**src/rtl/pong_pkg.sv**
```systemverilog
// Shared definitions for the pong input path: quadrature states, step
// directions and the Gray-code transition classifier.
package pong_pkg;

    localparam logic [1:0] Q00 = 2'b00;
    localparam logic [1:0] Q10 = 2'b10;
    localparam logic [1:0] Q11 = 2'b11;
    localparam logic [1:0] Q01 = 2'b01;

    typedef enum logic [1:0] {
        DIR_NONE,
        DIR_UP,
        DIR_DOWN,
        DIR_ERR
    } dir_e;

    // Next state when channel A leads B (the "up" rotation).
    function automatic logic [1:0] quad_fwd(input logic [1:0] state);
        logic [1:0] nxt;
        case (state)
            Q00:     nxt = Q10;
            Q10:     nxt = Q11;
            Q11:     nxt = Q01;
            default: nxt = Q00;
        endcase
        return nxt;
    endfunction

    // Classifies one sampled transition {a,b}: prev -> cur.
    function automatic dir_e quad_dir(input logic [1:0] prev, input logic [1:0] cur);
        dir_e d;
        if (cur == prev) begin
            d = DIR_NONE;
        end else if ((cur ^ prev) == 2'b11) begin
            d = DIR_ERR;
        end else if (cur == quad_fwd(prev)) begin
            d = DIR_UP;
        end else begin
            d = DIR_DOWN;
        end
        return d;
    endfunction

endpackage

```
**src/rtl/input_debounce.sv**
```systemverilog
// Single-bit 2-FF synchroniser followed by a stability counter; the output
// follows the input only after it has held a new value long enough.
module input_debounce #(
    parameter int DEBOUNCE_CYCLES = 1200
) (
    input  logic clk,
    input  logic reset,
    input  logic din_i,
    output logic dout_o
);

    localparam int CW = $clog2(DEBOUNCE_CYCLES + 1);
    localparam logic [CW-1:0] CNT_LAST = CW'(DEBOUNCE_CYCLES - 1);
    localparam logic [CW-1:0] CNT_ONE  = CW'(1);

    if (DEBOUNCE_CYCLES < 1) begin : g_bad_debounce
        $error("input_debounce: DEBOUNCE_CYCLES must be at least 1");
    end

    logic          sync1_q;
    logic          sync2_q;
    logic          db_q;
    logic          db_d;
    logic [CW-1:0] cnt_q;
    logic [CW-1:0] cnt_d;

    // Counter only runs while the synchronised value disagrees with the
    // accepted one, so any return to the old value restarts it from zero.
    always_comb begin
        db_d  = db_q;
        cnt_d = '0;
        if (sync2_q != db_q) begin
            if (cnt_q == CNT_LAST) begin
                db_d = sync2_q;
            end else begin
                cnt_d = cnt_q + CNT_ONE;
            end
        end
    end

    always_ff @(posedge clk) begin
        if (reset) begin
            sync1_q <= 1'b0;
            sync2_q <= 1'b0;
            db_q    <= 1'b0;
            cnt_q   <= '0;
        end else begin
            sync1_q <= din_i;
            sync2_q <= sync1_q;
            db_q    <= db_d;
            cnt_q   <= cnt_d;
        end
    end

    assign dout_o = db_q;

endmodule

```
**src/rtl/paddle_encoder.sv**
```systemverilog
// Quadrature paddle front end: debounces both encoder channels, decodes the
// Gray-code stream into detent steps and keeps a saturating paddle position.
module paddle_encoder
    import pong_pkg::*;
#(
    parameter int DEBOUNCE_CYCLES  = 1200,
    parameter int STEPS_PER_DETENT = 4,
    parameter int POS_WIDTH        = 5,
    parameter int POS_MAX          = 27,
    parameter int POS_RESET        = 13,
    parameter int INVERT           = 0
) (
    input  logic                 clk,
    input  logic                 reset,
    input  logic                 enc_a,
    input  logic                 enc_b,
    output logic [POS_WIDTH-1:0] pos,
    output logic                 step_up,
    output logic                 step_down,
    output logic                 err,
    output logic                 ready
);

    localparam int SW          = $clog2(STEPS_PER_DETENT + 1) + 1;
    localparam int SETTLE_LAST = DEBOUNCE_CYCLES + 2;
    localparam int TW          = $clog2(SETTLE_LAST + 1);

    localparam logic signed [SW-1:0] SUB_ONE     = SW'(1);
    localparam logic signed [SW-1:0] SUB_UP_LAST = SW'(STEPS_PER_DETENT - 1);
    localparam logic signed [SW-1:0] SUB_DN_LAST = SW'(1 - STEPS_PER_DETENT);

    localparam logic [TW-1:0]        SETTLE_END = TW'(SETTLE_LAST);
    localparam logic [TW-1:0]        SETTLE_ONE = TW'(1);
    localparam logic [POS_WIDTH-1:0] POS_TOP    = POS_WIDTH'(POS_MAX);
    localparam logic [POS_WIDTH-1:0] POS_INIT   = POS_WIDTH'(POS_RESET);
    localparam logic [POS_WIDTH-1:0] POS_ONE    = POS_WIDTH'(1);

    if (POS_MAX >= (1 << POS_WIDTH)) begin : g_bad_pos_max
        $error("paddle_encoder: POS_MAX must be below 2**POS_WIDTH");
    end
    if (POS_RESET > POS_MAX || POS_RESET < 0) begin : g_bad_pos_reset
        $error("paddle_encoder: POS_RESET must lie within 0..POS_MAX");
    end
    if (STEPS_PER_DETENT < 1) begin : g_bad_steps
        $error("paddle_encoder: STEPS_PER_DETENT must be at least 1");
    end

    logic a_db;
    logic b_db;

    input_debounce #(.DEBOUNCE_CYCLES(DEBOUNCE_CYCLES)) u_db_a (
        .clk    (clk),
        .reset  (reset),
        .din_i  (enc_a),
        .dout_o (a_db)
    );

    input_debounce #(.DEBOUNCE_CYCLES(DEBOUNCE_CYCLES)) u_db_b (
        .clk    (clk),
        .reset  (reset),
        .din_i  (enc_b),
        .dout_o (b_db)
    );

    logic [1:0]           cur;
    logic [1:0]           prev_q,   prev_d;
    logic signed [SW-1:0] sub_q,    sub_d;
    logic [TW-1:0]        settle_q, settle_d;
    logic                 ready_q,  ready_d;
    logic [POS_WIDTH-1:0] pos_q,    pos_d;
    logic                 up_q,     up_d;
    logic                 dn_q,     dn_d;
    logic                 err_q,    err_d;
    logic                 raw_up;
    logic                 raw_dn;
    dir_e                 dir;

    assign cur = {a_db, b_db};
    assign dir = quad_dir(prev_q, cur);

    always_comb begin
        prev_d   = cur;
        sub_d    = sub_q;
        settle_d = settle_q;
        ready_d  = ready_q;
        pos_d    = pos_q;
        up_d     = 1'b0;
        dn_d     = 1'b0;
        err_d    = 1'b0;
        raw_up   = 1'b0;
        raw_dn   = 1'b0;

        // Until settled, prev just tracks the debounced inputs so whatever
        // the encoder rests at after reset is not mistaken for motion.
        if (!ready_q) begin
            if (settle_q == SETTLE_END) begin
                ready_d = 1'b1;
            end else begin
                settle_d = settle_q + SETTLE_ONE;
            end
        end else begin
            case (dir)
                DIR_UP: begin
                    if (sub_q == SUB_UP_LAST) begin
                        sub_d  = '0;
                        raw_up = 1'b1;
                    end else begin
                        sub_d = sub_q + SUB_ONE;
                    end
                end
                DIR_DOWN: begin
                    if (sub_q == SUB_DN_LAST) begin
                        sub_d  = '0;
                        raw_dn = 1'b1;
                    end else begin
                        sub_d = sub_q - SUB_ONE;
                    end
                end
                DIR_ERR: begin
                    sub_d = '0;
                    err_d = 1'b1;
                end
                default: ;
            endcase
        end

        if (INVERT != 0) begin
            up_d = raw_dn;
            dn_d = raw_up;
        end else begin
            up_d = raw_up;
            dn_d = raw_dn;
        end

        // Steps still pulse at the end stops; only the position holds.
        if (up_d && pos_q != POS_TOP) begin
            pos_d = pos_q + POS_ONE;
        end else if (dn_d && pos_q != '0) begin
            pos_d = pos_q - POS_ONE;
        end
    end

    always_ff @(posedge clk) begin
        if (reset) begin
            prev_q   <= Q00;
            sub_q    <= '0;
            settle_q <= '0;
            ready_q  <= 1'b0;
            pos_q    <= POS_INIT;
            up_q     <= 1'b0;
            dn_q     <= 1'b0;
            err_q    <= 1'b0;
        end else begin
            prev_q   <= prev_d;
            sub_q    <= sub_d;
            settle_q <= settle_d;
            ready_q  <= ready_d;
            pos_q    <= pos_d;
            up_q     <= up_d;
            dn_q     <= dn_d;
            err_q    <= err_d;
        end
    end

    assign pos       = pos_q;
    assign step_up   = up_q;
    assign step_down = dn_q;
    assign err       = err_q;
    assign ready     = ready_q;

endmodule
```
**config.mk**
```make
export PLATFORM = sky130hd
export DESIGN_NAME = paddle_encoder
export DESIGN_NICKNAME = d
export VERILOG_FILES = /design/src/rtl/pong_pkg.sv /design/src/rtl/input_debounce.sv /design/src/rtl/paddle_encoder.sv
export SDC_FILE = /design/constraint.sdc
export NUM_CORES = 1
export LEC_CHECK = 0
export CELL_PAD_IN_SITES_DETAIL_PLACEMENT = 1
export CELL_PAD_IN_SITES_GLOBAL_PLACEMENT = 2
export CORE_ASPECT_RATIO = 2
export CORE_MARGIN = 2
export CORE_UTILIZATION = 35
export CTS_BUF_LIST = sky130_fd_sc_hd__clkbuf_4 sky130_fd_sc_hd__clkbuf_8
export DETAILED_ROUTE_END_ITERATION = 12
export PLACE_DENSITY = 0.7
export SLEW_MARGIN = 15
export SYNTH_ARGS = -nofsm -noshare
export SYNTH_HDL_FRONTEND = slang
export SYNTH_SLANG_ARGS = --single-unit
export TNS_END_PERCENT = 20
```
**constraint.sdc**
```tcl
create_clock -name clk -period 4.2 [get_ports clk]
set_clock_uncertainty 0.05 [all_clocks]
set_input_delay 0.84 -clock clk [delete_from_list [all_inputs] [get_ports clk]]
set_output_delay 0.84 -clock clk [all_outputs]
set_load 0.05 [all_outputs]
```
Word-level counts from Yosys, hierarchy flattened
Index checks and enable logic that the tools add are counted.
- logic and storage cells: 77
- output and inout port bits: 9
- input port bits: 4
- register bits: 54
- reduce and logical (&&, ||, !) cells: 13
- muxes and demuxes: 20
- add/subtract/negate cells: 7
- equality and inequality tests: 16
- bitwise logic cells: 5
- operators by type and width (operator ; count):
    11-bit by 1-bit adder with 11-bit output (second input constant) ; 3
    11-bit == test (second input constant) ; 3
    4-bit case mux with 3 select lines ; 1
    2-bit == test (second input constant) ; 5
    2-bit 2-to-1 mux ; 5
    5-bit 2-to-1 mux ; 2
    1-bit 2-to-1 mux ; 9
    4-bit by 3-bit == test with 1-bit output (second input constant) ; 2
    4-bit 2-to-1 mux ; 2
    2-bit AND reduction ; 4
    2-bit case mux with 3 select lines ; 1
    3-bit OR reduction ; 2
    5-bit by 1-bit adder with 5-bit output (second input constant) ; 1
    5-bit != test (second input constant) ; 1
    5-bit nonzero test ; 1
    5-bit by 1-bit subtractor with 5-bit output (second input constant) ; 1
    4-bit by 2-bit adder with 4-bit output (second input constant) ; 1
    2-bit == test ; 2
    1-bit NOT ; 4
    4-bit by 2-bit subtractor with 4-bit output (second input constant) ; 1
    3-bit nonzero test ; 1
    2-bit by 1-bit == test with 1-bit output (second input constant) ; 1
    1-bit logical AND ; 2
    2-bit zero test ; 1
    other kinds (4) ; 5

Longest topological paths before layout
Gate-level depths: netlist (run 1).
- depth in word-level cells: 14
- gate-level depth with buffers: 11
- depth with buffers taken out: 11

Cells and area by module
A second synthesis (run 1) with hierarchy kept.
- cell total of the unflattened synthesis: 279
- area total of the unflattened synthesis: 2626.3 um2
- by module, submodules not included (module ; instances ; area an instance (um2) ; cells an instance ; sequential area each (um2)):
    paddle_encoder ; 1 ; 1445.1 ; 157 ; 520.5
    input_debounce ; 2 ; 590.6 ; 61 ; 280.3

Least setup slack after synthesis (run 1)
Ideal clock, no wire load.
- path kind: register to register
- from: register sub_q[0]
- to: register pos_q[4], in the netlist pos[4]
- required time: 4.029 ns
- path slack: 1.288 ns
- buffers on the path: 0
- period minus slack after synthesis: 2.912 ns
- stages on the path, launching flop included: 12
- arrival: 2.741 ns
- setup time: 0.121 ns
- cell sequence: dfxtp_1 > ha_1 > or3b_4 > nor3_1 > and3_1 > inv_1 > fa_1 > a21o_2 > a21oi_1 > nor4b_1 > o21a_2 > nor3_2
- longest elaborated chain between the ends: 6
- elaborated cells on any way between the ends: 12
- those cells by class: eq/ne: 2; mux: 7; reduce/logical: 3
- ends and longest elaborated chain (item ; RTL line ; RTL):
    start, declared ; paddle_encoder.sv:67 ; logic signed [SW-1:0] sub_q, sub_d;
    start signal, assigned ; paddle_encoder.sv:155 ; sub_q <= sub_d;
    4-bit by 3-bit == test with 1-bit output, on equally long branches ; paddle_encoder.sv:104, paddle_encoder.sv:112 ;
    1-bit 2-to-1 mux, on equally long branches ; paddle_encoder.sv:104, paddle_encoder.sv:112 ;
    1-bit 2-to-1 mux ; paddle_encoder.sv:102 ; case (dir)
    1-bit 2-to-1 mux ; paddle_encoder.sv:95 ; if (!ready_q) begin
    1-bit logical AND, on equally long branches ; paddle_encoder.sv:136, paddle_encoder.sv:138 ;
    5-bit 2-to-1 mux / 2-bit nonzero test (equally long branches) ; -- ;
    end signal, assigned ; paddle_encoder.sv:158 ; pos_q <= pos_d;
    end, declared ; paddle_encoder.sv:70 ; logic [POS_WIDTH-1:0] pos_q, pos_d;
Parallel ways exist; a longest one is shown, timed or not.
A chain may end at the register's enable or synchronous reset.

Worst setup path in the final report (run 1)
Ends and elaborated chain as after synthesis.

==> results.tsv, run 1 <==
metric	value	unit
grt_start_max_net_pins	19	
fin_crit_sh	78.5	%
holdWs	400	ps
grtUsageMet3	2.80	%
dieArea	0.00805	sq mm
maxSlewHeadroom	66.1	%
setup_viol	0	
reg2reg_slack	900	ps
synthCells	281	
grt_pass1_vias	1966	
cts_resized	0	
nets	309	
min_path_type	flop to flop	
synth.avg_cell_area	9.10	sq um
cts_setup_buffers	0	
critical_path_arrival	3450	ps
power_frac_seq	57.6	%
clock_path_buffers	2	
busiest_layer	met2	
syn_nets	296	
routed_wirelength	5070	microns
die_w	64.4	microns
ios	13	
fin_tns_setup	0	ps
async_flop_share	0	%
crit_type	flop to flop	
power_switching_share	22.3	%
track_usage	14.0	%
port_buffers	12	
start_util	35.7	%
cts_tree	built	
timing.fmax	303	MHz
clk_pin_slew	110	ps
placed_area	0.00274	sq mm
core-area	0.00716	sq mm
worstMarginPinSlew	501	ps
post_drt_wl_per_cell	13.1	microns
use_met2	23.7	%
path_cells	ha_1 > or3b_4 > nor3_1 > and3_1 > inv_1 > fa_1 > a21o_2 > a21oi_1 > nor4b_1 > o21a_2 > nor3_2	
power_density	319	mW/mm^2
place_inst	379	
layout.cells.non_filler	387	
gp_congestion	0.774	
r2r-end	pos[4]	
final_cell_area	0.00286	sq mm
cp_slowest_stage_delay	450	ps
period_minus_slack	3300	ps
clock_latency	320	ps
hold_buffers	0	
n_antenna_cell	0	
switching_power	203	uW
synth_ff_type	dfxtp_1	
cp_max_fo	8	
rows	44	
cts_root_buffer	clkbuf_8	
drc	0	
area_growth	11.6	%
start_kind	flop	
reg2reg_from	sub_q[0]	
via_count	1970	
ir_drop	0.000271	V
ys_types	50	
max_cap_viol_count	0	
cts_buffers	5	
rsz0062_at_grt	no	
cp_slowest_cell	fa_1	
clkPwrFrac	40.1	%
worstHoldEndpoint	u_db_a.sync2_q	
die_y	125	microns
p_leak	1.03	nW
total_power	911	uW
seq_area_frac_synth	42.3	%
status	finished clean	
cp.required	4350	ps
drtIter0Drc	46	
postRouteAntennaNets	0	
via_per_inst	5.09	
ys_warn_count	0	
place_hpwl	3740	microns
whs_path_depth	1	
numClockSinks	54	
ys_ff_latch	54	
gr-usage-met1	16.9	%
combPwrFrac	2.3	%
worstHoldStart	u_db_a.sync1_q	
syn_area	0.00256	sq mm
drv_slew	0	
htree_levels	2	
grt.overflow.total	0	
reg2reg_depth	11	
crit_path_end_kind	flop	
finalHoldViolCount	0	
dr.pass1.iters	4	
internal_power	708	uW
drive_gt1_share	6.10	%
antenna_found_initial	0	
grt_pass1_wl	9000	microns
synth_edf_count	0	
worst max path at each step:
stage	startpoint	slack, ps	end	depth (start not counted)
2_1_floorplan	sub_q[0]	1290	pos[4]	11
3_3_place_gp	sub_q[0]	1070	pos[4]	11
3_5_place_dp	sub_q[0]	920	pos[4]	11
4_1_cts	sub_q[0]	880	pos[4]	11
5_1_grt	sub_q[0]	590	pos[4]	11
6_report	sub_q[0]	900	pos[4]	11
worst max-delay path: cells and delay by family, from the launching register on:
| family | cells | cell delay (ps) |
|---|---|---|
| AND/OR/NAND/NOR | 5 | 1230 |
| flip-flops | 1 | 440 |
| adder cells (fa/ha/maj) | 2 | 670 |
| AO/OA/AOI/OAI | 3 | 620 |
| buffers and inverters | 1 | 170 |
per-layer routing:
metal  vias to the layer above  wire (microns)  share of wire (%)
met5                         -               0                  0
met4                         0             106                2.1
met3                         7             120                2.4
met2                        14            2560                 51
met1                       954            2280                 45
li1                        995               -                  -
power groups by stage:
stage	registers [mW]	clock network, mW	logic (mW)
final	0.525	0.365	0.0209
after global routing	0.527	0.405	0.0247
after CTS	0.525	0.384	0.0217
after detailed placement	0.537	0	0.0216
after global placement	0.537	0	0.0210
after floorplan	0.535	0	0.0167
registers in the layout (all words and copies together), names as in the netlist, 2 cells and up:
name and count:
prev_q 2, settle_q 11, u_db_a.cnt_q 11, pos 5, u_db_b.cnt_q 11, sub_q 4
layout make-up:
class	instances	area [sq um]
clock buffers	5	68.8
clock inverters	3	47.5
fillers	862	4300
inverters	11	41.3
multi-input cells	209	1370
flip-flops and latches	54	1080
well taps	92	115
repair buffers	13	128
synthesized netlist by cell type (2+ instances only):
cell / count / share of area [%]
dfxtp_1: 54 / 42
nor2b_1: 7 / 1.7
xor2_1: 21 / 7.2
clkbuf_8: 2 / 1.1
nor4_1: 2 / 0.49
nor3_1: 8 / 1.6
clkbuf_1: 3 / 0.44
and2_1: 2 / 0.49
o21ai_1: 3 / 0.59
xnor2_1: 11 / 3.8
nand2_1: 16 / 2.3
buf_6: 2 / 0.88
and3_1: 10 / 2.4
mux2i_1: 2 / 0.78
or3_1: 7 / 1.7
nand4_1: 9 / 2.2
ha_1: 10 / 4.9
inv_1: 11 / 1.6
a31oi_1: 2 / 0.49
nand3_1: 14 / 2.7
a21oi_1: 10 / 2.0
nor2_1: 39 / 5.7
a211o_1: 2 / 0.69
a21o_1: 3 / 0.88
nor4b_1: 3 / 1.0
o21ai_0: 4 / 0.78
metrics by stage:
step	setup WS (ps)	utilization [%]
finish	904	39.9
global route	593	39.9
CTS	876	39.9
detailed placement	923	38.3
global placement	1070	38.3
floorplan	1290	-
kinds of logic (layout without fill, tap and decap cells):
| family | count (synthesis) | after routing | share of synthesized area, % |
|---|---|---|---|
| buf+inv | 18 | 32 | 4.01 |
| fa+ha+maj | 11 | 11 | 5.68 |
| compound gates | 35 | 35 | 8.90 |
| simple gates | 127 | 127 | 26.1 |
| flops | 54 | 54 | 42.3 |
| mux | 2 | 2 | 0.783 |
| xor+xnor | 34 | 34 | 12.2 |
cells in the final DEF, fill, tap and decap left out, drive strengths merged, types with 5 or more instances in the layout:
master         netlist  layout
and3                10      10
nand3               14      14
nand2               16      16
or3                  7       7
nand4                9       9
xnor2               12      12
dfxtp               54      54
nor2b                7       7
clkbuf               5       5
nor3                 9       9
xor2                22      22
ha                  10      10
nor2                39      39
inv                 11      12
o21ai                8       8
clkdlybuf4s50        0      12
a21oi               10      10
No activity file was read; power rests on OpenSTA's default activity.
==> run 2: changes to the inputs <==
==> constraint.sdc (replaced) <==
create_clock -name clk -period 3.05 [get_ports clk]
set_clock_uncertainty 0.05 [all_clocks]
set_input_delay 0.61 -clock clk [delete_from_list [all_inputs] [get_ports clk]]
set_output_delay 0.61 -clock clk [all_outputs]
set_load 0.05 [all_outputs]
==> run 2 against run 1 <==
Net effect:
- worst hold slack about the same
- wire length up 7.2%
- highest routed layer unchanged
- sequential cell count unchanged
- first-iteration DRC count up 130%
- via count up 1.2%
- critical endpoint unchanged
- critical path type unchanged
==> results.tsv, run 2 (synthesis results as in run 1) <==
metric	value	unit	change
wl_met1	2430	microns	+6.6%
crit_path_end_kind	flop		
path_cells	ha_1 > or3b_4 > nor3_1 > and3_1 > inv_1 > fa_1 > a21o_2 > a21oi_2 > nor4b_4 > nor3_1 > nor3_2		
post_drt_wl_per_cell	13.8	microns	+5.5%
postRouteAntennaNets	0		unchanged
cp.required	3240	ps	-1110 ps
maxSlewHeadroom	65.9	%	-0.25 points
clock_latency	320	ps	about the same
finalHoldViolCount	0		unchanged
routed_wirelength	5440	microns	+7.2%
grt.overflow.total	0		unchanged
port_buffers	12		unchanged
cp_common_cell	nor3_1		
critical_path_arrival	3070	ps	-380 ps
grt_start_max_net_pins	18		-1
start_util	35.7	%	unchanged
fin_crit_sh	94.3	%	+16 points
cts_root_buffer	clkbuf_8		
cts_setup_buffers	0		unchanged
hold_buffers	0		unchanged
fill_cells	857		-0.58%
cts_tree	built		
layout_commonest_cell	dfxtp_1		
min_path_type	flop to flop		
via_count	1993		+1.2%
htree_levels	2		unchanged
drtIter0Drc	108		+130%
core-area	0.00716	sq mm	unchanged
grt_pass1_wl	9550	microns	+6.1%
start_kind	flop		
cp_max_fo	5		-3
layout.cells.non_filler	393		+1.6%
nets	315		+1.9%
cts_buffers	5		unchanged
highest_layer	met4		
worstMarginPinSlew	505	ps	+3.70 ps
track_usage	15.0	%	+0.97 points
power_density	427	mW/mm^2	+34%
drc	0		unchanged
route.met2.wl	2790	microns	+8.7%
die_w	64.4	microns	unchanged
drv_slew	0		unchanged
ir_drop	0.000273	V	+0.65%
grt_pass1_vias	2089		+6.3%
timing.fmax	348	MHz	+15%
max_cap_viol_count	0		unchanged
via_per_inst	5.07		-0.38%
status	finished clean		
n_antenna_cell	0		unchanged
cp_slowest_cell	fa_1		
die_y	125	microns	unchanged
antenna_found_initial	0		unchanged
route.met3.wl	98	microns	-18%
clk_pin_slew	100	ps	about the same
setup_viol	0		unchanged
reg.largest.list	settle_q: 11 flops, u_db_a.cnt_q: 11 flops, u_db_b.cnt_q: 11 flops		
period_minus_slack	2880	ps	-421 ps
cp_slowest_stage_delay	420	ps	-30 ps
drive_gt1_share	8.64	%	+2.5 points
gp_congestion	0.794		+2.5%
placed_area	0.00278	sq mm	+1.6%
fin_tns_setup	0	ps	unchanged
dieArea	0.00805	sq mm	unchanged
crit_type	flop to flop		
clock_path_buffers	2		unchanged
ios	13		unchanged
final_cell_area	0.00292	sq mm	+2.1%
rsz0062_at_grt	no		
total_power	1.24	mW	+37%
place_hpwl	3980	microns	+6.5%
numClockSinks	54		unchanged
dr.pass1.iters	4		unchanged
area_growth	14.0	%	
p_leak	1.08	nW	+4.8%
final_cell_mix	54 x dfxtp_1, 39 x nor2_1, 21 x xor2_1		
rows	44		unchanged
place_inst	385		+1.6%
-- run 2: cell count changes in the layout (fill, tap and decap cells not counted) --
cell	delta
clkinv_4	-1
nor4b_1	-1
a21oi_2	+1
a21oi_1	-1
buf_4	+6
clkinv_2	+1
nor4b_4	+1
-- run 2: through the flow --
step,hold slack (ps),setup slack [ps],utilization [%]
after floorplan,363,138,-
after global placement,371,131,38.9
after detailed placement,380,18.5,38.9
after CTS,403,51.0,40.6
after global routing,411,27.3,40.7
final,401,175,40.7
-- run 2: layer usage --
metal	vias to the layer above	GRT usage [%]
met5	-	0
met4	0	6.13
met3	8	3.16
met2	14	25.9
met1	968	17.5
li1	1003	-
-- run 2: cell type report --
type / instances / area, sq um / share of cell area [%]
flip-flops and latches: 54 / 1080 / 37.1
inverters: 11 / 41.3 / 1.42
clock inverters: 3 / 43.8 / 1.50
multi-input cells: 209 / 1390 / 47.8
clock buffers: 5 / 68.8 / 2.36
repair buffers: 19 / 173 / 5.92
well taps: 92 / 115 / 3.95
-- run 2: repair_timing --
item	in CTS	in global routing
gates resized for setup	1	2
setup endpoints to repair	1	1
cloned	0	0
-- run 2: final timing paths --
check / end / from / slack, ps / depth (start not counted)
worst min-delay path: u_db_b.cnt_q[0] / u_db_b.cnt_q[0] / 400 / 1
worst max register to register: pos[4] / sub_q[1] / 170 / 11
worst min register to register: u_db_b.cnt_q[0] / u_db_b.cnt_q[0] / 400 / 1
worst max-delay path: pos[4] / sub_q[1] / 170 / 11
-- run 2: where the power goes --
| part | total, mW | internal, mW | leakage (nW) | switching, mW |
|---|---|---|---|---|
| Sequential | 0.722 | 0.713 | 0.437 | 0.00924 |
| Clock | 0.489 | 0.246 | 0.0585 | 0.243 |
| Combinational | 0.0337 | 0.0158 | 0.588 | 0.0179 |
| Total | 1.24 | 0.975 | 1.08 | 0.270 |
-- run 2: worst max-delay path: cells and delay by family, from the launching register on --
kind,cells,cell delay [ps]
compound gates,2,420
fa+ha+maj,2,630
buf+inv,1,110
flops,1,380
simple gates,6,1210
